[src/rtl/line_option_feeder.sv]
// line_option_feeder: sequencer on the driving side of the solver's option stream.
// Holds candidate options per row/column, keeps a circular queue of lines still
// to be processed, and issues each line as one index word followed by its
// option words. Lines the solver hands back are re-queued until the solver
// reports solved, the queue drains, or the issue budget is exhausted.
//
// Ports:
//   clk, rst          clock, asynchronous active-high reset
//   load_valid        append load_opt to line load_line (IDLE only)
//   load_line         target line (rows 0..SIZE-1, columns SIZE..2*SIZE-1)
//   load_opt          option bit pattern, bit SIZE-1 is cell 0
//   start             begin streaming (IDLE only)
//   put_back_to_FIFO  solver verdict, sampled in the cycle after the last option
//   solved            solver reports the board complete
//   option            index word (zero-extended line) or option word
//   valid_op          option is valid this cycle
//   started           high from first index word until done
//   done              high once finished, cleared only by rst
//   timeout           sticky, issue budget exhausted
//   err               sticky, bad load index / option overflow / empty line
//   lines_issued      saturating count of index words emitted
module line_option_feeder #(
  parameter int unsigned SIZE       = 3,
  parameter int unsigned MAX_OPTS   = 8,
  parameter int unsigned MAX_ISSUES = 1023,
  localparam int unsigned LW        = $clog2(2 * SIZE)
) (
  input  logic            clk,
  input  logic            rst,
  input  logic            load_valid,
  input  logic [LW-1:0]   load_line,
  input  logic [SIZE-1:0] load_opt,
  input  logic            start,
  input  logic            put_back_to_FIFO,
  input  logic            solved,
  output logic [SIZE-1:0] option,
  output logic            valid_op,
  output logic            started,
  output logic            done,
  output logic            timeout,
  output logic            err,
  output logic [15:0]     lines_issued
);

  localparam int unsigned NL = 2 * SIZE;
  localparam int unsigned CW = $clog2(MAX_OPTS + 1);
  localparam int unsigned OW = (MAX_OPTS > 1) ? $clog2(MAX_OPTS) : 1;
  localparam int unsigned QW = $clog2(NL + 1);

  typedef enum logic [2:0] {
    S_IDLE,
    S_POP,
    S_INDEX,
    S_OPTS,
    S_RESULT,
    S_DONE
  } state_e;

  // Storage
  logic [SIZE-1:0] mem_q  [NL][MAX_OPTS];
  logic [CW-1:0]   cnt_q  [NL];
  logic [LW-1:0]   fifo_q [NL];

  // Control and output registers
  state_e          state_q,   state_d;
  logic [LW-1:0]   line_q,    line_d;
  logic [CW-1:0]   k_q,       k_d;
  logic [LW-1:0]   head_q,    head_d;
  logic [LW-1:0]   tail_q,    tail_d;
  logic [QW-1:0]   occ_q,     occ_d;
  logic [SIZE-1:0] option_q,  option_d;
  logic            valid_q,   valid_d;
  logic            started_q, started_d;
  logic            done_q,    done_d;
  logic            timeout_q, timeout_d;
  logic            err_q,     err_d;
  logic [15:0]     issued_q,  issued_d;

  // Storage write strobes from the control logic
  logic            mem_we;
  logic            q_fill;
  logic            q_push;

  // Shared lookups
  logic            load_ok;
  logic [CW-1:0]   load_cnt;
  logic [LW-1:0]   head_line;
  logic [CW-1:0]   head_cnt;
  logic [CW-1:0]   cur_cnt;
  logic [CW-1:0]   k_nxt;

  // Queue pointers wrap modulo the number of lines
  function automatic logic [LW-1:0] ptr_inc(input logic [LW-1:0] p);
    return (p == LW'(NL - 1)) ? '0 : p + LW'(1);
  endfunction

  assign load_ok   = (32'(load_line) < NL);
  assign load_cnt  = load_ok ? cnt_q[load_line] : '0;
  assign head_line = fifo_q[head_q];
  assign head_cnt  = cnt_q[head_line];
  assign cur_cnt   = cnt_q[line_q];
  assign k_nxt     = k_q + CW'(1);

  // State and output registers
  always_ff @(posedge clk or posedge rst) begin
    if (rst) begin
      state_q   <= S_IDLE;
      line_q    <= '0;
      k_q       <= '0;
      head_q    <= '0;
      tail_q    <= '0;
      occ_q     <= '0;
      option_q  <= '0;
      valid_q   <= 1'b0;
      started_q <= 1'b0;
      done_q    <= 1'b0;
      timeout_q <= 1'b0;
      err_q     <= 1'b0;
      issued_q  <= '0;
    end else begin
      state_q   <= state_d;
      line_q    <= line_d;
      k_q       <= k_d;
      head_q    <= head_d;
      tail_q    <= tail_d;
      occ_q     <= occ_d;
      option_q  <= option_d;
      valid_q   <= valid_d;
      started_q <= started_d;
      done_q    <= done_d;
      timeout_q <= timeout_d;
      err_q     <= err_d;
      issued_q  <= issued_d;
    end
  end

  // Option memory, per-line counts and line queue; reset clears loaded options
  always_ff @(posedge clk or posedge rst) begin
    if (rst) begin
      for (int i = 0; i < NL; i++) begin
        cnt_q[i]  <= '0;
        fifo_q[i] <= '0;
        for (int j = 0; j < MAX_OPTS; j++) begin
          mem_q[i][j] <= '0;
        end
      end
    end else begin
      if (mem_we) begin
        mem_q[load_line][OW'(load_cnt)] <= load_opt;
        cnt_q[load_line]                <= load_cnt + CW'(1);
      end
      if (q_fill) begin
        for (int i = 0; i < NL; i++) begin
          fifo_q[i] <= LW'(i);
        end
      end else if (q_push) begin
        fifo_q[tail_q] <= line_q;
      end
    end
  end

  // Next-state and registered-output logic
  always_comb begin
    state_d   = state_q;
    line_d    = line_q;
    k_d       = k_q;
    head_d    = head_q;
    tail_d    = tail_q;
    occ_d     = occ_q;
    option_d  = '0;
    valid_d   = 1'b0;
    started_d = started_q;
    done_d    = done_q;
    timeout_d = timeout_q;
    err_d     = err_q;
    issued_d  = issued_q;
    mem_we    = 1'b0;
    q_fill    = 1'b0;
    q_push    = 1'b0;

    if (solved && (state_q != S_IDLE)) begin
      // Solver completion overrides everything, including a pending put-back
      state_d   = S_DONE;
      started_d = 1'b0;
      done_d    = 1'b1;
    end else begin
      unique case (state_q)
        S_IDLE: begin
          // A load coincident with start lands first; POP reads the new counts
          if (load_valid) begin
            if (load_ok && (load_cnt < CW'(MAX_OPTS))) begin
              mem_we = 1'b1;
            end else begin
              err_d = 1'b1;
            end
          end
          if (start) begin
            q_fill  = 1'b1;
            head_d  = '0;
            tail_d  = '0;
            occ_d   = QW'(NL);
            state_d = S_POP;
          end
        end

        S_POP: begin
          if (occ_q == '0) begin
            state_d   = S_DONE;
            started_d = 1'b0;
            done_d    = 1'b1;
          end else begin
            head_d = ptr_inc(head_q);
            occ_d  = occ_q - QW'(1);
            if (head_cnt == '0) begin
              // Line without options: flag it and drop it
              err_d = 1'b1;
            end else begin
              line_d    = head_line;
              state_d   = S_INDEX;
              valid_d   = 1'b1;
              option_d  = SIZE'(head_line);
              started_d = 1'b1;
              if (issued_q != 16'hFFFF) begin
                issued_d = issued_q + 16'd1;
              end
            end
          end
        end

        S_INDEX: begin
          k_d      = '0;
          state_d  = S_OPTS;
          valid_d  = 1'b1;
          option_d = mem_q[line_q][0];
        end

        S_OPTS: begin
          if (k_nxt < cur_cnt) begin
            k_d      = k_nxt;
            valid_d  = 1'b1;
            option_d = mem_q[line_q][OW'(k_nxt)];
          end else begin
            state_d = S_RESULT;
          end
        end

        S_RESULT: begin
          if (put_back_to_FIFO) begin
            q_push = 1'b1;
            tail_d = ptr_inc(tail_q);
            occ_d  = occ_q + QW'(1);
          end
          if (32'(issued_q) >= MAX_ISSUES) begin
            timeout_d = 1'b1;
            state_d   = S_DONE;
            started_d = 1'b0;
            done_d    = 1'b1;
          end else begin
            state_d = S_POP;
          end
        end

        S_DONE: begin
          state_d = S_DONE;
        end

        default: begin
          state_d = S_IDLE;
        end
      endcase
    end
  end

  assign option       = option_q;
  assign valid_op     = valid_q;
  assign started      = started_q;
  assign done         = done_q;
  assign timeout      = timeout_q;
  assign err          = err_q;
  assign lines_issued = issued_q;

endmodule

[config.mk]
export PLATFORM = sky130hd
export DESIGN_NAME = line_option_feeder
export DESIGN_NICKNAME = d
export VERILOG_FILES = /design/src/rtl/line_option_feeder.sv
export SDC_FILE = /design/constraint.sdc
export NUM_CORES = 1
export LEC_CHECK = 0
export CAP_MARGIN = 20
export CELL_PAD_IN_SITES_DETAIL_PLACEMENT = 2
export CELL_PAD_IN_SITES_GLOBAL_PLACEMENT = 2
export CORE_MARGIN = 10
export CORE_UTILIZATION = 35
export CTS_CLUSTER_SIZE = 28
export DETAILED_ROUTE_END_ITERATION = 6
export HOLD_SLACK_MARGIN = 0.15
export PLACE_DENSITY = 0.75
export SKIP_CTS_REPAIR_TIMING = 1
export SYNTH_ARGS = -nofsm -noshare
export SYNTH_HDL_FRONTEND = slang
export SYNTH_SLANG_ARGS = --single-unit
[constraint.sdc]
create_clock -name clk -period 7.7 [get_ports clk]
set_clock_uncertainty 0.2 [all_clocks]
set_input_delay 1.155 -clock clk [delete_from_list [all_inputs] [get_ports clk]]
set_output_delay 1.155 -clock clk [all_outputs]
set_load 0.005 [all_outputs]
-- Word level (Yosys, flattened, before mapping)
Index checks and enable logic that the tools add are counted.
- bits of input ports: 12
- word-level logic and storage cells: 236
- register bits: 229
- output and inout port bits: 24
- equality and inequality tests: 20
- $lt $le $gt $ge: 14
- multiplexer cells: 86
- reduce and logical (&&, ||, !) cells: 26
- add/sub/neg operators: 7
- bitwise logic cells: 10
- operators by type and width (kind ; count):
    144-bit bitwise mux ; 1
    24-bit binary-select mux with 3-bit select ; 1
    24-bit demux with 3-bit select ; 1
    24-bit 2-to-1 mux ; 3
    3-bit 2-to-1 mux ; 24
    4-bit binary-select mux with 3-bit select ; 3
    18-bit 2-to-1 mux ; 2
    4-bit 2-to-1 mux ; 9
    4-bit >= comparator, second input constant ; 7
    3-bit inverter with 4-bit output ; 7
    1-bit 2-to-1 mux ; 25
    24-bit bitwise mux ; 1
    3-bit binary-select mux with 3-bit select ; 2
    18-bit bitwise mux ; 1
    3-bit demux with 3-bit select ; 2
    3-bit one-hot mux with 3 select lines ; 2
    3-bit one-hot mux with 6 select lines ; 1
    16-bit by 1-bit adder with 16-bit output, second input constant ; 1
    16-bit by 10-bit >= comparator with 1-bit output, second input constant ; 1
    16-bit != test, second input constant ; 1
    3-bit AND reduction ; 5
    2-bit != test, second input constant ; 7
    4-bit demux with 3-bit select ; 1
    3-bit == test, second input constant ; 4
    other kinds (24) ; 51

-- Longest topological paths before layout
Gate-level depths: netlist of the first run.
- depth in word-level cells: 13
- depth in mapped cells: 15
- mapped depth without buffers: 11

-- Worst setup path before layout of the first run
OpenSTA, ideal clock, no wires.
- path type: register to register
- from: register line_q[0]
- to: register option_q[1], in the netlist option[1]
- library setup time: 101 ps
- stages on the path, launching flop included: 16
- required time: 7399 ps
- period minus slack after synthesis: 4127 ps
- path buffers: 5
- path slack: 3573 ps
- arrival: 3826 ps
- path through: dfrtp_1 > buf_2 > buf_2 > buf_2 > buf_2 > clkbuf_1 > mux2_2 > a22oi_1 > ha_1 > a21o_1 > a21oi_1 > o41ai_1 > a21boi_0 > nor2b_1 > nand3_1 > o32ai_1
- longest elaborated chain between the ends: 10
- elaborated cells on any way between the ends: 14
- classes of those cells: 1 x order compare; 12 x mux; 1 x bitwise
- RTL lines (what ; line ; RTL):
    start: declaration ; 66 ; logic [LW-1:0] line_q, line_d;
    start signal: assignment ; 122 ; line_q <= line_d;
    3-bit inverter with 4-bit output (implied by the code) * ; 101, 234, 241 ;
    24-bit binary-select mux with 3-bit select ; 234, 241 ;
    24-bit 2-to-1 mux (implied by the code) (2 in series) ; 234, 241 ;
    3-bit binary-select mux with 3-bit select ; 241 ; option_d = mem_q[line_q][OW'(k_nxt)];
    3-bit 2-to-1 mux (implied by the code) (2 in series) ; 241 ;
    3-bit 2-to-1 mux ; 238 ; if (k_nxt < cur_cnt) begin
    3-bit one-hot mux with 3 select lines * ; 187 ; unique case (state_q)
    3-bit 2-to-1 mux * ; 181 ; if (solved && (state_q != S_IDLE)) begin
    named net option_d[1] ; 71 ; logic [SIZE-1:0] option_q, option_d;
    end signal: assignment ; 127 ; option_q <= option_d;
    end: declaration ; 71 ;
Mark *: on every way through the listed nets, which the timed path passes. The rest lies on a longest branch. The select of a mux whose other input is x is not followed.
A chain may end at the register's enable or synchronous reset.

-- Worst setup path in the final report of the first run
- from: input load_line[0]
- to: register mem_q[21] (netlist bit)
- longest elaborated chain between the ends: 13
- elaborated cells on any way between the ends: 24
- classes of those cells: 6 x order compare; 13 x mux; 2 x bitwise; 3 x reduce/logical
- RTL lines (what ; line ; RTL):
    start: declaration ; 31 ; input logic [LW-1:0] load_line,
    3-bit inverter with 4-bit output (implied by the code) ; 98, 149 ;
    4-bit binary-select mux with 3-bit select ; 98 ; assign load_cnt = load_ok ? cnt_q[load_line] : '0;
    4-bit 2-to-1 mux (implied by the code) (2 in series) ; 98 ;
    4-bit 2-to-1 mux ; 98 ;
    3-bit inverter with 4-bit output (implied by the code) ; 149 ; mem_q[load_line][OW'(load_cnt)] <= load_opt;
    4-bit >= comparator (implied by the code) / 4-bit by 1-bit less-than comparator with 1-bit output (equally long branches) ; 149 ;
    1-bit logical AND (implied by the code) ; 149 ;
    3-bit 2-to-1 mux (implied by the code) ; 149 ;
    3-bit demux with 3-bit select ; 149 ;
    24-bit 2-to-1 mux (implied by the code) ; 149 ;
    24-bit demux with 3-bit select ; 149 ;
    144-bit bitwise mux ; 149 ;
    end signal: indexed assignment ; 149 ;
    end: declaration ; 60 ; logic [SIZE-1:0] mem_q [NL][MAX_OPTS];
Several ways; a longest one is shown, not always the timed one. The select of a mux whose other input is x is not followed.

==> metrics.md, run 1 <==
| Metric | Value |
|---|---|
| Design Area, Final | around 13000 sq um |
| First-pass GRT wire length | 53100 um |
| Total wire length | 33000 um |
| Core ar. | 32400 sq um |
| Setup-failing EPs final | 0 |
| Largest net degree at the start of global routing | between 100 and 150 |
| # diodes | 0 |
| CP peak stage delay | between 0.8 and 0.9 ns |
| Clk slew on worst S/H paths | 0.06 ns |
| Area of the multi-input gates | 5420 sq um |
| Critical path buffers and inverters | 1 |
| Tmin final | about 4.5 ns |
| Synth async-reset ratio | 100% |
| WS Path Type | in -> reg |
| Power per standard cell area | approximately 220 nW/um^2 |
| Maximum vdd drop | 0.000189 V |
| Top-Level Pins | 36 |
| Placed Area | 12200 sq um |
| Post-route antenna net violation count | 0 |
| Maxcap violations | 0 |
| Synthesized area | ~11000 sq um |
| Gr ovfl total | 0 |
| Yosys reg bits | 229 |
| Worst path cell trace | clkdlybuf4s50_1, mux4_2, o22ai_1, and2_2, nand3_1, nand3b_1, nor2_1, mux2_2 |
| Htree depth | 1 |
| Critical path depth | 8 |
| Final core utilization | 40.7% |
| Post-synth top area cell | dfrtp_1 |
| Synth-to-Final Area Change | 15.3% |
| Hold Path Class | reg -> reg |
| Count leader, synth | dfrtp_1 |
| Setup crit start kind | primary input |
| CTS Buffer Depth | 3 |
| DR vias | 7690 |
| Worst slew pin tran | ~1 ns |
| YS warnings | 0 |
| Final hold violations | 0 |
| DR iter-0 viols | 432 |
| Final cycle utilization of the critical path | 58.2% |
| IO Port Bufs | 35 |
| Clk sink count | 229 |
| Mean Syn Cell Area | 12.4 sq um |
| Worst slew margin | 33.6% |
| Status | completed |
| Fmax | 223 MHz |
| Max-slew violation count | 0 |
| TritonCTS clock tree | built |
| Overall global routing resource usage | 16.3% |
| Top post-synthesis cells by area | dfrtp_1 50%, mux2_2 17%, mux4_2 8.7%, nor2_1 2.4%, mux2i_1 2.2% |
| Final Power | 2.92 mW |
| Share of layout cells above drive strength 1 | between 30% and 40% |
| RSZ-0062 raised after global routing | no |
| Filler instances | about 3300 |
| Number of global-route vias before repair | slightly below 9000 |
| Top-area cell type share of the netlist area | about half |
| Hold depth | 1 |
| Drt wl/cell | 23.4 um |
| Synth top cells by count | 229 x dfrtp_1, 175 x mux2_2, 73 x nor2_1, 57 x nand2_1, 44 x mux4_2 |
| Critical path's slowest cell | clkdlybuf4s50_1 |
| Main synth FF type | dfrtp_1 |
| Sequential share of the synthesized area | between 50% and 60% |
| Antenna violations before repair | 0 |
| Crit path max-delay family | simple AND/OR/NAND/NOR gates |
| Clk_lat worst skew | 0.55 ns |
| Routability cong. | 0.822 |
| Critical path required time | 7.91 ns |
| Die ar. | between 40000 and 50000 sq um |
| Syn Inst Count | 923 |
| Average vias per placed instance | 5.47 |
| NumNets Final | 964 |
| Maximum fanout along the worst path | 13 |
| Post-DP HPWL | 21900 um |
| Crit end category | flip-flop |
| Worst Path Arrival | 4.69 ns |
| Number of remaining DRC errors | 0 |
| Distinct cells, synth | 62 |
| Syn Nets | roughly 940 |
| DIE WIDTH | 201 um |
| Register Area | approximately 5700 sq um |
| Clk root buf | clkbuf_16 |
| DRT Pass-1 Iters | 4 |
| Lkg Pwr | approximately 6 nW |
| EDFF count, synth | 0 |
| R2R cell count | 11 |
| Num CTS Buffers | 27 |
| Die Y | between 200 and 250 um |
| Starting Density | 35.3% |
| TNS Setup | 0 ns |
| Row count | 66 |
flip-flops by register name, summed over array words and instances, names as in the netlist, 4 cells and up:
register and cells:
k_q 4, lines_issued 16, cnt_q 24, mem_q 144
fifo_q 18
path summary, 6_finish.rpt:
| check | from | endpoint | slack, ns |
|---|---|---|---|
| min in group asynchronous | rst | fifo_q[1]$_DFFE_PP0P_ | 1.04 |
| worst max-delay path | load_line[0] | mem_q[21]$_DFFE_PP0P_ | 3.22 |
| worst max register to register | line_q[0]$_DFFE_PP0P_ | option[1]$_DFF_PP0_ | 3.25 |
| worst min-delay path | mem_q[60]$_DFFE_PP0P_ | mem_q[60]$_DFFE_PP0P_ | 0.30 |
| worst min register to register | mem_q[60]$_DFFE_PP0P_ | mem_q[60]$_DFFE_PP0P_ | 0.30 |
| max in group asynchronous | rst | cnt_q[6]$_DFFE_PP0P_ | 4.79 |
metal layers:
layer / GRT usage [%] / routed length (um) / up-vias
li1: - / - / 3416
met1: 21.3 / 14800 / 4145
met2: 28.3 / 16700 / 88
met3: 2.10 / 846 / 41
met4: 3.68 / 655 / 0
met5: 0 / 0 / -
layout make-up:
cell class	instances	area share, %
Sequential cell	229	43.5
Clock inverter	17	1.91
Tap cell	442	4.20
Timing Repair Buffer	48	3.40
Inverter	12	0.399
Multi-Input combinational cell	627	41.1
Clock buffer	32	5.50
cells by family (layout without fill, tap and decap cells):
family                   after synthesis  after routing  synth area share [%]
AO/OA/AOI/OAI                         98             98                  5.69
buffers and inverters                 67            109                  2.42
multiplexers                         244            244                  28.1
flip-flops                           229            229                  50.1
adder cells (fa/ha/maj)                7              7                 0.832
AND/OR/NAND/NOR                      259            259                  11.4
XOR/XNOR                              19             19                  1.46
power by group:
part | leakage, nW | switching, mW | internal [mW]
combinational | 2.26 | 0.148 | 0.0918
clock | 0.466 | 0.523 | 0.872
sequential | 3.12 | 0.0472 | 1.24
total | 5.85 | 0.719 | 2.20
placed cells by master, fill, tap and decap left out, types with 8 or more instances in the layout:
| cell type | synthesis | routed |
|---|---|---|
| a21oi_1 | 28 | 28 |
| clkbuf_16 | 0 | 27 |
| mux2_2 | 175 | 175 |
| nand4_1 | 9 | 9 |
| nand3_1 | 35 | 35 |
| nor2_1 | 73 | 73 |
| dfrtp_1 | 229 | 228 |
| nor3_1 | 12 | 12 |
| clkdlybuf4s50_1 | 0 | 35 |
| buf_4 | 0 | 13 |
| nor2b_1 | 13 | 13 |
| o21ai_0 | 19 | 19 |
| mux2i_1 | 25 | 25 |
| mux4_2 | 44 | 44 |
| inv_1 | 11 | 10 |
| nor4_1 | 8 | 8 |
| a22o_1 | 9 | 9 |
| xnor2_1 | 19 | 19 |
| nand2_1 | 57 | 57 |
stage by stage:
stage / hold slack [ns] / instances / setup slack (ns)
6_report: 0.304 / 1407 / 3.22
5_1_grt: 0.315 / 1407 / 2.93
4_1_cts: 0.308 / 1407 / 3.20
3_5_place_dp: 0.292 / 1358 / 2.67
3_3_place_gp: 0.277 / 1358 / 2.76
2_1_floorplan: 0.251 / 923 / 0.0688
Power figures use the tool's default switching activity.
==> run 2, diff against run 1 <==
Settings changed: PLACE_DENSITY 0.75 to 0.73.
Clock period 7.7 ns to 4.5 ns, I/O delays scaled along.
==> metrics.md, run 2 (synthesis results as in run 1) <==
| Metric | Value |
|---|---|
| Pre-CTS setup slack | 0.195 ns |
| Share of layout cells above drive strength 1 | 31.8% |
| Post-route antenna net violation count | 0 |
| Worst Path Arrival | 3.93 ns |
| Worst slew margin | between 30% and 40% |
| Clk sink count | 229 |
| Setup crit start kind | flip-flop |
| Post-DP HPWL | 22900 um |
| Overall global routing resource usage | ~17% |
| RSZ-0062 raised after global routing | no |
| Num CTS Buffers | 27 |
| Maximum vdd drop | 0.000274 V |
| Lkg Pwr | 5.92 nW |
| DR iter-0 viols | 366 |
| Largest register FFs | 144 |
| Antenna violations before repair | 1 |
| DIE WIDTH | ~200 um |
| DRT Pass-1 Iters | 4 |
| Crit path max-delay family | compound AO/OA/AOI/OAI gates |
| Die Y | 201 um |
| Max-slew violation count | 0 |
| Clk root buf | clkbuf_16 |
| Register name with the most flops | mem_q |
| TritonCTS clock tree | built |
| First-pass GRT wire length | about 54000 um |
| Average vias per placed instance | 5.43 |
| Number of remaining DRC errors | 0 |
| NumNets Final | 979 |
| Critical path buffers and inverters | 2 |
| Power per standard cell area | between 300 and 400 nW/um^2 |
| Gr ovfl total | 0 |
| Worst path cell trace | buf_4, mux4_2, a22oi_1, ha_1, nand3_1, o41ai_1, a21boi_0, nor2b_1, buf_4, nand3_1, o32ai_1 |
| Largest net degree at the start of global routing | between 90 and 100 |
| IO Port Bufs | 35 |
| Final cycle utilization of the critical path | 83.0% |
| Min Hold Slack | 0.228 ns |
| Top-Level Pins | 36 |
| WS Path Type | reg -> reg |
| Biggest regs | mem_q (144), cnt_q (24), fifo_q (18) |
| Tmin final | about 3.7 ns |
| Clk_lat worst skew | 0.56 ns |
| # diodes | 0 |
| Slack of the critical path | approximately 0.76 ns |
| Critical path's slowest cell | o41ai_1 |
| Critical path required time | 4.69 ns |
| TNS Setup | 0 ns |
| Total wire length | 33300 um |
| Most frequent cells in the layout | 228 x dfrtp_1, 175 x mux2_2, 73 x nor2_1, 57 x nand2_1, 44 x mux4_2 |
| Number of global-route vias before repair | between 8000 and 9000 |
| Crit end category | flip-flop |
| CP peak stage delay | 0.61 ns |
| Hold Path Class | in -> async |
| Core ar. | 32400 sq um |
| Row count | between 60 and 70 |
| CTS Buffer Depth | 3 |
| Drt wl/cell | 23.4 um |
| Commonest non-fill, non-tap cell in the layout | dfrtp_1 |
| Synth-to-Final Area Change | 16.2% |
| Htree depth | 1 |
| Maxcap violations | 0 |
| Fmax | 268 MHz |
| Worst slew pin tran | 0.964 ns |
| Routability cong. | 0.794 |
| Setup-failing EPs final | 0 |
| DR vias | 7721 |
| Starting Density | 35.3% |
| Status | completed |
| Maximum fanout along the worst path | 13 |
| Clk slew on worst S/H paths | 0.06 ns |
| Die ar. | 40300 sq um |
| Final hold violations | 0 |
## run 2: cell count changes in the layout (fill, tap and decap cells not counted)
cell        before  now
inv_8            1    0
bufinv_16        6    3
clkinvlp_4       5    2
clkinv_2         5    6
inv_16           0    1
clkbuf_1         2    4
buf_12           0    2
inv_6            1    0
clkbuf_8         3    7
clkinv_4         0    1
buf_4           13   26
## run 2: layout make-up
type | count | area, sq um
well taps | 442 | 553
inverters | 12 | 48.8
repair buffers | 63 | 586
multi-input cells | 627 | 5420
clock inverters | 12 | 156
fillers | 3298 | 19100
clock buffers | 38 | 787
flip-flops and latches | 229 | 5730
## run 2: path summary, 6_finish.rpt
path	from	end	slack [ns]	cells past startpoint
min in group clk	done$_DFFE_PP0P_	done$_DFFE_PP0P_	0.29	1
max reg2reg	line_q[0]$_DFFE_PP0P_	option[1]$_DFF_PP0_	0.76	11
max in group asynchronous	rst	mem_q[141]$_DFFE_PP0P_	2.95	3
max	line_q[0]$_DFFE_PP0P_	option[1]$_DFF_PP0_	0.76	11
min reg2reg	done$_DFFE_PP0P_	done$_DFFE_PP0P_	0.29	1
min	rst	head_q[1]$_DFFE_PP0P_	0.23	2
## run 2: power breakdown
group	internal [mW]	switching (mW)	total, mW
Clock	1.39	0.908	2.30
Sequential	2.12	0.0716	2.19
Combinational	0.168	0.259	0.427
Total	3.68	1.24	4.92
## run 2: routing by layer
metal | vias to the layer above | track usage, % | share of wire, %
li1 | 3452 | - | -
met1 | 4122 | 22.1 | 44
met4 | 2 | 3.41 | 1.8
met2 | 104 | 28.4 | 50
met3 | 41 | 2.32 | 3.6
met5 | - | 0 | 0.024
## run 2: worst reg2reg max path, cell delays in order (launching register included)
cell and delay, ns:
dfrtp_2 0.44, buf_4 0.31, mux4_2 0.55, a22oi_1 0.26, ha_1 0.20, nand3_1 0.09
o41ai_1 0.61, a21boi_0 0.23, nor2b_1 0.18, buf_4 0.17, nand3_1 0.19, o32ai_1 0.15
## run 2: stage by stage
step	util, %	instance area [sq um]	power [mW]	instances
after floorplan	-	11400	2.49	923
after global placement	38.1	12300	2.64	1372
after detailed placement	38.1	12300	2.66	1372
after CTS	41.0	13300	4.99	1422
after global routing	41.0	13300	5.13	1423
final	41.0	13300	4.92	1423
==> run 3, diff against run 2 <==
Settings changed: PLACE_DENSITY 0.73 to 0.75.
Clock period 4.5 ns to 3.15 ns, I/O delays scaled along.
==> metrics.md, run 3 (synthesis results as in run 1) <==
| Metric | Value |
|---|---|
| Lkg Pwr | 6.40 nW |
| Net switching power | 1.80 mW |
| Power per standard cell area | 515 nW/um^2 |
| Worst Path Arrival | 3.35 ns |
| Maximum vdd drop | 0.000408 V |
| Biggest regs | mem_q (144), cnt_q (24), fifo_q (18) |
| Tmin final | 3.13 ns |
| IO Port Bufs | 35 |
| DR iter-0 viols | roughly 370 |
| Sequential share of power | between 40% and 50% |
| TritonCTS clock tree | built |
| Share of layout cells above drive strength 1 | 39.2% |
| Htree depth | 1 |
| Average vias per placed instance | 5.43 |
| RSZ-0062 raised after global routing | yes |
| # diodes | 0 |
| Largest register FFs | roughly 140 |
| Final hold violations | 0 |
| Synth-to-Final Area Change | 23.6% |
| Max-slew violation count | 0 |
| Die ar. | 40300 sq um |
| Antenna violations before repair | 0 |
| Core ar. | ~32000 sq um |
| WS Path Type | reg -> reg |
| Final cycle utilization of the critical path | 99.5% |
| Post-route antenna net violation count | 0 |
| Routability cong. | 0.841 |
| Starting Density | 35.3% |
| Die Y | 201 um |
| DIE WIDTH | 201 um |
| Row count | 66 |
| DR vias | 8177 |
| Number of global-route vias before repair | between 9000 and 10000 |
| Clk root buf | clkbuf_16 |
| Commonest non-fill, non-tap cell in the layout | dfrtp_1 |
| Most frequent cells in the layout | 226 x dfrtp_1, 174 x mux2_2, 103 x buf_4, 67 x nor2_1, 57 x nand2_1 |
| Final Power | 7.27 mW |
| Worst slew margin | a little under half |
| Combinational share of power | 9.2% |
| Overall global routing resource usage | between 10% and 20% |
| Setup-failing EPs final | 0 |
| Crit end category | flip-flop |
| Fmax | 319 MHz |
| CTS Buffer Depth | 3 |
| Clk slew on worst S/H paths | 0.06 ns |
| NumNets Final | roughly 1100 |
| Number of remaining DRC errors | 0 |
| Post-DP HPWL | 24700 um |
| Worst slew pin tran | 0.792 ns |
| Clk pwr share | 47.7% |
| Critical path required time | ~3.4 ns |
| TNS Setup | 0 ns |
| Sw Share | 24.8% |
| Hold Path Class | in -> async |
| Register name with the most flops | mem_q |
| Clk_lat worst skew | 0.57 ns |
| Total wire length | 37600 um |
| Largest net degree at the start of global routing | 74 |
| Top-Level Pins | 36 |
| Drt wl/cell | 25.0 um |
| Status | completed |
| First-pass GRT wire length | 59800 um |
| R2R cell count | 10 |
| Setup crit start kind | flip-flop |
| Maxcap violations | 0 |
| DRT Pass-1 Iters | 4 |
| Maximum fanout along the worst path | 5 |
| Num CTS Buffers | 27 |
| Final core utilization | 43.6% |
| Gr ovfl total | 0 |
| Internal Power | approximately 5.5 mW |
| Clk sink count | 229 |
==> run 3: power by group through the flow <==
stage	Combinational (mW)	Clock, mW	Sequential, mW
2_1_floorplan	0.434	0	3.13
3_3_place_gp	0.635	0	3.18
3_5_place_dp	0.660	0	3.18
4_1_cts	0.669	3.55	3.13
5_1_grt	0.734	3.68	3.15
6_report	0.670	3.47	3.13
==> run 3: layout make-up <==
cell class                      count  area, sq um
Clock buffer                       37          793
Clock inverter                     13          194
Fill cell                        3260        18200
Inverter                           12         48.8
Multi-Input combinational cell    627         5510
Sequential cell                   229         5730
Tap cell                          442          553
Timing Repair Buffer              147         1290
==> run 3: critical path: stages, from the launching register on <==
cell and delay (ns):
dfrtp_2 0.44, mux4_2 0.55, a22oi_2 0.22, ha_1 0.27
a21o_1 0.18, a21oi_2 0.17, o41ai_4 0.13, a21boi_2 0.19
nor2b_4 0.20, buf_4 0.15, mux2_4 0.29
==> run 3: per-stage QoR <==
stage	std cells	cell area [sq um]	hold WS [ns]	worst slack (ns)
6_report	1507	14100	0.283	0.0171
2_1_floorplan	923	11500	0.251	-0.516
3_5_place_dp	1452	13000	0.280	-0.552
5_1_grt	1507	14100	0.322	-0.0989
3_3_place_gp	1452	13000	0.281	-0.471
4_1_cts	1502	14000	0.305	-0.127
==> run 3: worst paths after layout <==
| kind | from | slack (ns) | to |
|---|---|---|---|
| hold / removal | rst | 0.28 | fifo_q[5]$_DFFE_PP0P_ |
| hold reg to reg | mem_q[120]$_DFFE_PP0P_ | 0.30 | mem_q[120]$_DFFE_PP0P_ |
| setup reg to reg | line_q[0]$_DFFE_PP0P_ | 0.02 | k_q[2]$_DFFE_PP0P_ |
| setup / recovery | line_q[0]$_DFFE_PP0P_ | 0.02 | k_q[2]$_DFFE_PP0P_ |
| min in group clk | mem_q[120]$_DFFE_PP0P_ | 0.30 | mem_q[120]$_DFFE_PP0P_ |
| max in group asynchronous | rst | 2.06 | mem_q[61]$_DFFE_PP0P_ |
==> run 3: metal layers <==
metal	vias up	share of wire (%)	GRT usage [%]	wire length [um]
met5	-	0	0	0
met4	0	2.0	4.79	767
met3	56	3.0	2.28	1150
met2	128	53	33.4	19800
met1	4386	42	23.0	15900
li1	3607	-	-	-
==> edit 1: new RTL, config.mk and constraints of run 2 <==
`MAX_OPTS`: 8 -> 32.
--- a/src/rtl/line_option_feeder.sv
+++ b/src/rtl/line_option_feeder.sv
@@ -23,3 +23,3 @@
   parameter int unsigned SIZE       = 3,
-  parameter int unsigned MAX_OPTS   = 8,
+  parameter int unsigned MAX_OPTS   = 32,
   parameter int unsigned MAX_ISSUES = 1023,
Behaviour: same outputs for any inputs over 4 cycles, from zero or initial values and one cycle with rst high; that may be too few to reach the edited logic, so the function may still have changed.
==> edit 1 against run 2 <==
  * Sequential cell count increased by 446
  * Design area grew to 2.8 times the old value
  * Critical path depth down 1
  * Area after synthesis rose to 2.9 times the old value
  * Worst setup slack worse by 0.23 ns
  * Total power grew to 2.6 times the old value
  * Die area increased to 2.6 times the old value
  * Routed wire length rose to 3.1 times the old value
  * Largest cell class unchanged
  * Largest power group unchanged
==> edit 1: results <==
export IMPL_final_layout_size_suffix_gt1_share_pct=38.9
export IMPL_worstReg2RegStart="k_q[0]$_DFFE_PP0P_"
export IMPL_ir_worst_vdd_uv=241
export IMPL_timing_critical_path_fanout_max=15
export IMPL_cts_buffers_inserted=78
export IMPL_dr_first_iter_drc_count=1319
export IMPL_antenna_found_initial=0
export IMPL_synth_fp_nets=2524
export IMPL_synthXorXnorAreaFrac_pct=0.641
export IMPL_cts_htree_levels=3
export IMPL_synth_top_area_cells="sky130_fd_sc_hd__dfrtp_1 (51%), sky130_fd_sc_hd__mux2_2 (21%), sky130_fd_sc_hd__mux4_2 (10%)"
export IMPL_globalplace_congestion=0.816
export IMPL_synth_seq_area_share_pct=51.5
export IMPL_fin_cells=3847
export IMPL_synth_async_reset_ratio_pct=100
export IMPL_worst_r2r_cell_count=10
export IMPL_clockBufferDepth=3
export IMPL_layout_top_registers="mem_q (576), cnt_q (36), fifo_q (18)"
export IMPL_clk_pin_slew_ns=0.06
export IMPL_yosys_cell_types_count=71
export IMPL_cell_types_with_the_highest_counts_after_synthesis="sky130_fd_sc_hd__dfrtp_1 (675), sky130_fd_sc_hd__mux2_2 (611), sky130_fd_sc_hd__nand2_1 (208), sky130_fd_sc_hd__nor2_1 (206), sky130_fd_sc_hd__mux4_2 (148)"
export IMPL_ys_warnings_count=0
export IMPL_groute_layer_met3_usage_pct=2.68
export IMPL_smallest_hold_slack_ns=0.293
export IMPL_groute_layer_met1_usage_pct=24.5
export IMPL_share_of_synthesized_area_spent_on_multiplexers_pct=32.6
export IMPL_gr_usage_all_layers_pct=19.6
export IMPL_gr_usage_met2_pct=33.9
export IMPL_clock_insertion_delay_worst_skew_ns=0.65
export IMPL_drt_pass1_iterations=6
export IMPL_area_fraction_in_compound_gates_after_synthesis_pct=3.99
export IMPL_post_synth_cell_area_avg_sq_um=13.1
export IMPL_place_detailed_hpwl_um=68300
export IMPL_grt_start_max_net_pins=109
export IMPL_route_vias_total=21400
export IMPL_number_of_cells_in_the_design_after_placement=3705
export IMPL_vias_in_the_first_global_route=25000
export IMPL_worst_slew_pin_slew_ns=1.14
export IMPL_regToRegSetupSlack_ns=0.53
export IMPL_final_routed_wire_length_divided_by_cell_count_um=27.2
export IMPL_cellLeakagePower_uw=0.0173
export IMPL_worstPathArrival_ns=4.34
export IMPL_fin_nets=2553
export IMPL_synthAdderAreaFrac_pct=0.404
export IMPL_wire_length_of_the_first_global_routing_pass_um=162000
export IMPL_io_buffers=35
export IMPL_min_delay_path_class="register to register"
export IMPL_outcome="finished, final reports clean"
edit 1: final timing paths:
check,to
hold / removal,done$_DFFE_PP0P_
hold reg to reg,done$_DFFE_PP0P_
setup reg to reg,option[2]$_DFF_PP0_
setup / recovery,option[2]$_DFF_PP0_
max in group asynchronous,mem_q[66]$_DFFE_PP0P_
min in group asynchronous,mem_q[476]$_DFFE_PP0P_
edit 1: cell families (layout without fill, tap and decap cells):
| group | after synthesis | in the layout |
|---|---|---|
| muxes | 806 | 806 |
| DFF | 675 | 675 |
| and+or+nand+nor | 605 | 605 |
| buffers and inverters | 194 | 285 |
| AOI/OAI and AO/OA | 188 | 188 |
| xor gates and xnor gates | 24 | 24 |
| adders and majority gates | 10 | 10 |
edit 1: cell type report:
| class | count | area, sq um |
|---|---|---|
| Fill cell | 9137 | 55600 |
| Clock inverter | 29 | 377 |
| Tap cell | 1254 | 1570 |
| Inverter | 18 | 71.3 |
| Multi-Input combinational cell | 1633 | 15100 |
| Timing Repair Buffer | 125 | 1310 |
| Sequential cell | 675 | 16900 |
| Clock buffer | 113 | 2290 |
edit 1: worst max-delay path, stage by stage (launching register included):
cell and delay, ns:
sky130_fd_sc_hd__dfrtp_4 0.59, sky130_fd_sc_hd__ha_1 0.55, sky130_fd_sc_hd__buf_4 0.34, sky130_fd_sc_hd__mux4_2 0.26, sky130_fd_sc_hd__mux2i_1 0.08, sky130_fd_sc_hd__a2111oi_0 0.86
sky130_fd_sc_hd__o21ai_0 0.21, sky130_fd_sc_hd__nand3_1 0.24, sky130_fd_sc_hd__o41ai_1 0.13, sky130_fd_sc_hd__o31ai_1 0.25, sky130_fd_sc_hd__buf_4 0.18
edit 1: metal layers:
metal	up-vias	wire, um
met2	408	52800
met3	198	3910
met5	-	0
met1	11700	44300
met4	0	3750
li1	9133	-
edit 1: power breakdown:
| group | switching [uW] | internal, uW |
|---|---|---|
| Sequential | 5.81 | 6070 |
| Clock | 2670 | 3990 |
| Combinational | 244 | 51.7 |
edit 1: per-stage QoR:
step | power, uW | cell area, sq um | worst slack [ns]
after floorplan | 6370 | 32800 | -5.61
after global placement | 6480 | 34900 | 0.378
after detailed placement | 6490 | 34900 | 0.211
after CTS | 13200 | 37600 | 0.543
after global routing | 13500 | 37600 | 0.400
final | 13000 | 37600 | 0.530
==> edit 2: new RTL, config.mk and constraints of run 2 <==
Without the edit above. Reset style: synchronous (`rst`), changed in 2 clocked blocks. Comments in the files are not updated.
--- a/src/rtl/line_option_feeder.sv
+++ b/src/rtl/line_option_feeder.sv
@@ -104,3 +104,3 @@
   // State and output registers
-  always_ff @(posedge clk or posedge rst) begin
+  always_ff @(posedge clk) begin
     if (rst) begin
@@ -137,3 +137,3 @@
   // Option memory, per-line counts and line queue; reset clears loaded options
-  always_ff @(posedge clk or posedge rst) begin
+  always_ff @(posedge clk) begin
     if (rst) begin
Function: differs if rst is asserted again (counterexample within 4 cycles, from zero or initial values and one cycle with rst high); with rst held inactive, the same outputs for 4 cycles.
==> edit 2 against run 2 <==
  * Worst setup slack better by 0.017 ns
  * Critical endpoint is now mem_q[1][8]$_SDFFCE_PN0P_
  * Final cell count up 22%
  * Area after synthesis up 23%
  * Sequential cell count up 68
  * Routed wire length up 37%
  * Fmax up 0.47%
  * Design area up 23%
  * Largest cell class unchanged
  * Critical path type is now input pin to register
  * Global-route usage up 2.2 points
  * First-iteration DRC count up 86%
Power is not compared: it rests on default switching activity, and its combinational part moved more than twofold at a synthesized area within 25%.
==> edit 2: results <==
export IMPL_fin_nets=1202
export IMPL_crit_path_end="mem_q[1][8]$_SDFFCE_PN0P_"
export IMPL_vias_in_the_first_global_route=10300
export IMPL_final_layout_size_suffix_gt1_share_pct=15.4
export IMPL_cts_buffers_inserted=37
export IMPL_outcome="finished, final reports clean"
export IMPL_synth_edf_count=248
export IMPL_number_of_cells_in_the_design_after_placement=1669
export IMPL_worst_r2r_cell_count=8
export IMPL_first_element_of_the_critical_path="load_line[0]"
export IMPL_cp_slowest_cell="sky130_fd_sc_hd__clkdlybuf4s50_1"
export IMPL_synth_seq_area_share_pct=59.8
export IMPL_synth_top_area_cells="sky130_fd_sc_hd__edfxtp_1 (53%), sky130_fd_sc_hd__mux4_2 (11%), sky130_fd_sc_hd__dfxtp_1 (7.0%)"
export IMPL_critical_path_reg2reg_endpoint="mem_q[0][10]$_SDFFCE_PN0P_"
export IMPL_instance_area_at_placement_sq_um=15300
export IMPL_timing_critical_path_fanout_max=20
export IMPL_yosys_cell_types_count=71
export IMPL_grt_start_max_net_pins=75
export IMPL_slowest_stage_delay_cp_ns=0.81
export IMPL_regToRegSetupSlack_ns=1.05
export IMPL_worstReg2RegStart="state_q[2]$_SDFFE_PP0P_"
export IMPL_dr_first_iter_drc_count=682
export IMPL_post_synth_cell_area_avg_sq_um=12.9
export IMPL_cell_types_with_the_highest_counts_after_synthesis="sky130_fd_sc_hd__edfxtp_1 (248), sky130_fd_sc_hd__nor2_1 (209), sky130_fd_sc_hd__mux4_2 (68), sky130_fd_sc_hd__nand2_1 (64), sky130_fd_sc_hd__dfxtp_1 (49)"
export IMPL_gr_usage_all_layers_pct=18.9
export IMPL_min_delay_path_class="register to register"
export IMPL_cp_top_family="buffers and inverters"
export IMPL_drt_pass1_iterations=5
export IMPL_drt_vias_per_instance=5.49
export IMPL_globalplace_congestion=0.876
export IMPL_layout_top_registers="mem_q (192), cnt_q (32), fifo_q (24)"
export IMPL_synth_ff_type="sky130_fd_sc_hd__edfxtp_1"
export IMPL_smallest_hold_slack_ns=0.275
export IMPL_worstPathArrival_ns=3.73
export IMPL_routed_wl_um=45500
edit 2: cells by family (layout without fill, tap and decap cells):
group	after synthesis	after routing	synth area share (%)
adders and majority gates	7	7	0.675
buffers and inverters	85	145	2.56
other	1	56	0.0266
xor gates and xnor gates	5	5	0.311
AOI/OAI and AO/OA	151	151	7.56
muxes	110	110	14.3
DFF	297	297	59.8
and+or+nand+nor	433	433	14.7
edit 2: layout make-up:
class,instances,area share (%)
Sequential cell,297,51.5
Multi-Input combinational cell,762,33.6
Clock buffer,46,6.12
Clock inverter,14,0.741
Tap cell,525,4.01
Timing Repair Buffer,68,3.64
Inverter,17,0.390
edit 2: routing by layer:
metal / wire [um] / track usage [%]
met5: 12 / 0
met4: 1390 / 7.12
met1: 18500 / 23.0
met3: 2450 / 3.05
met2: 23200 / 33.0
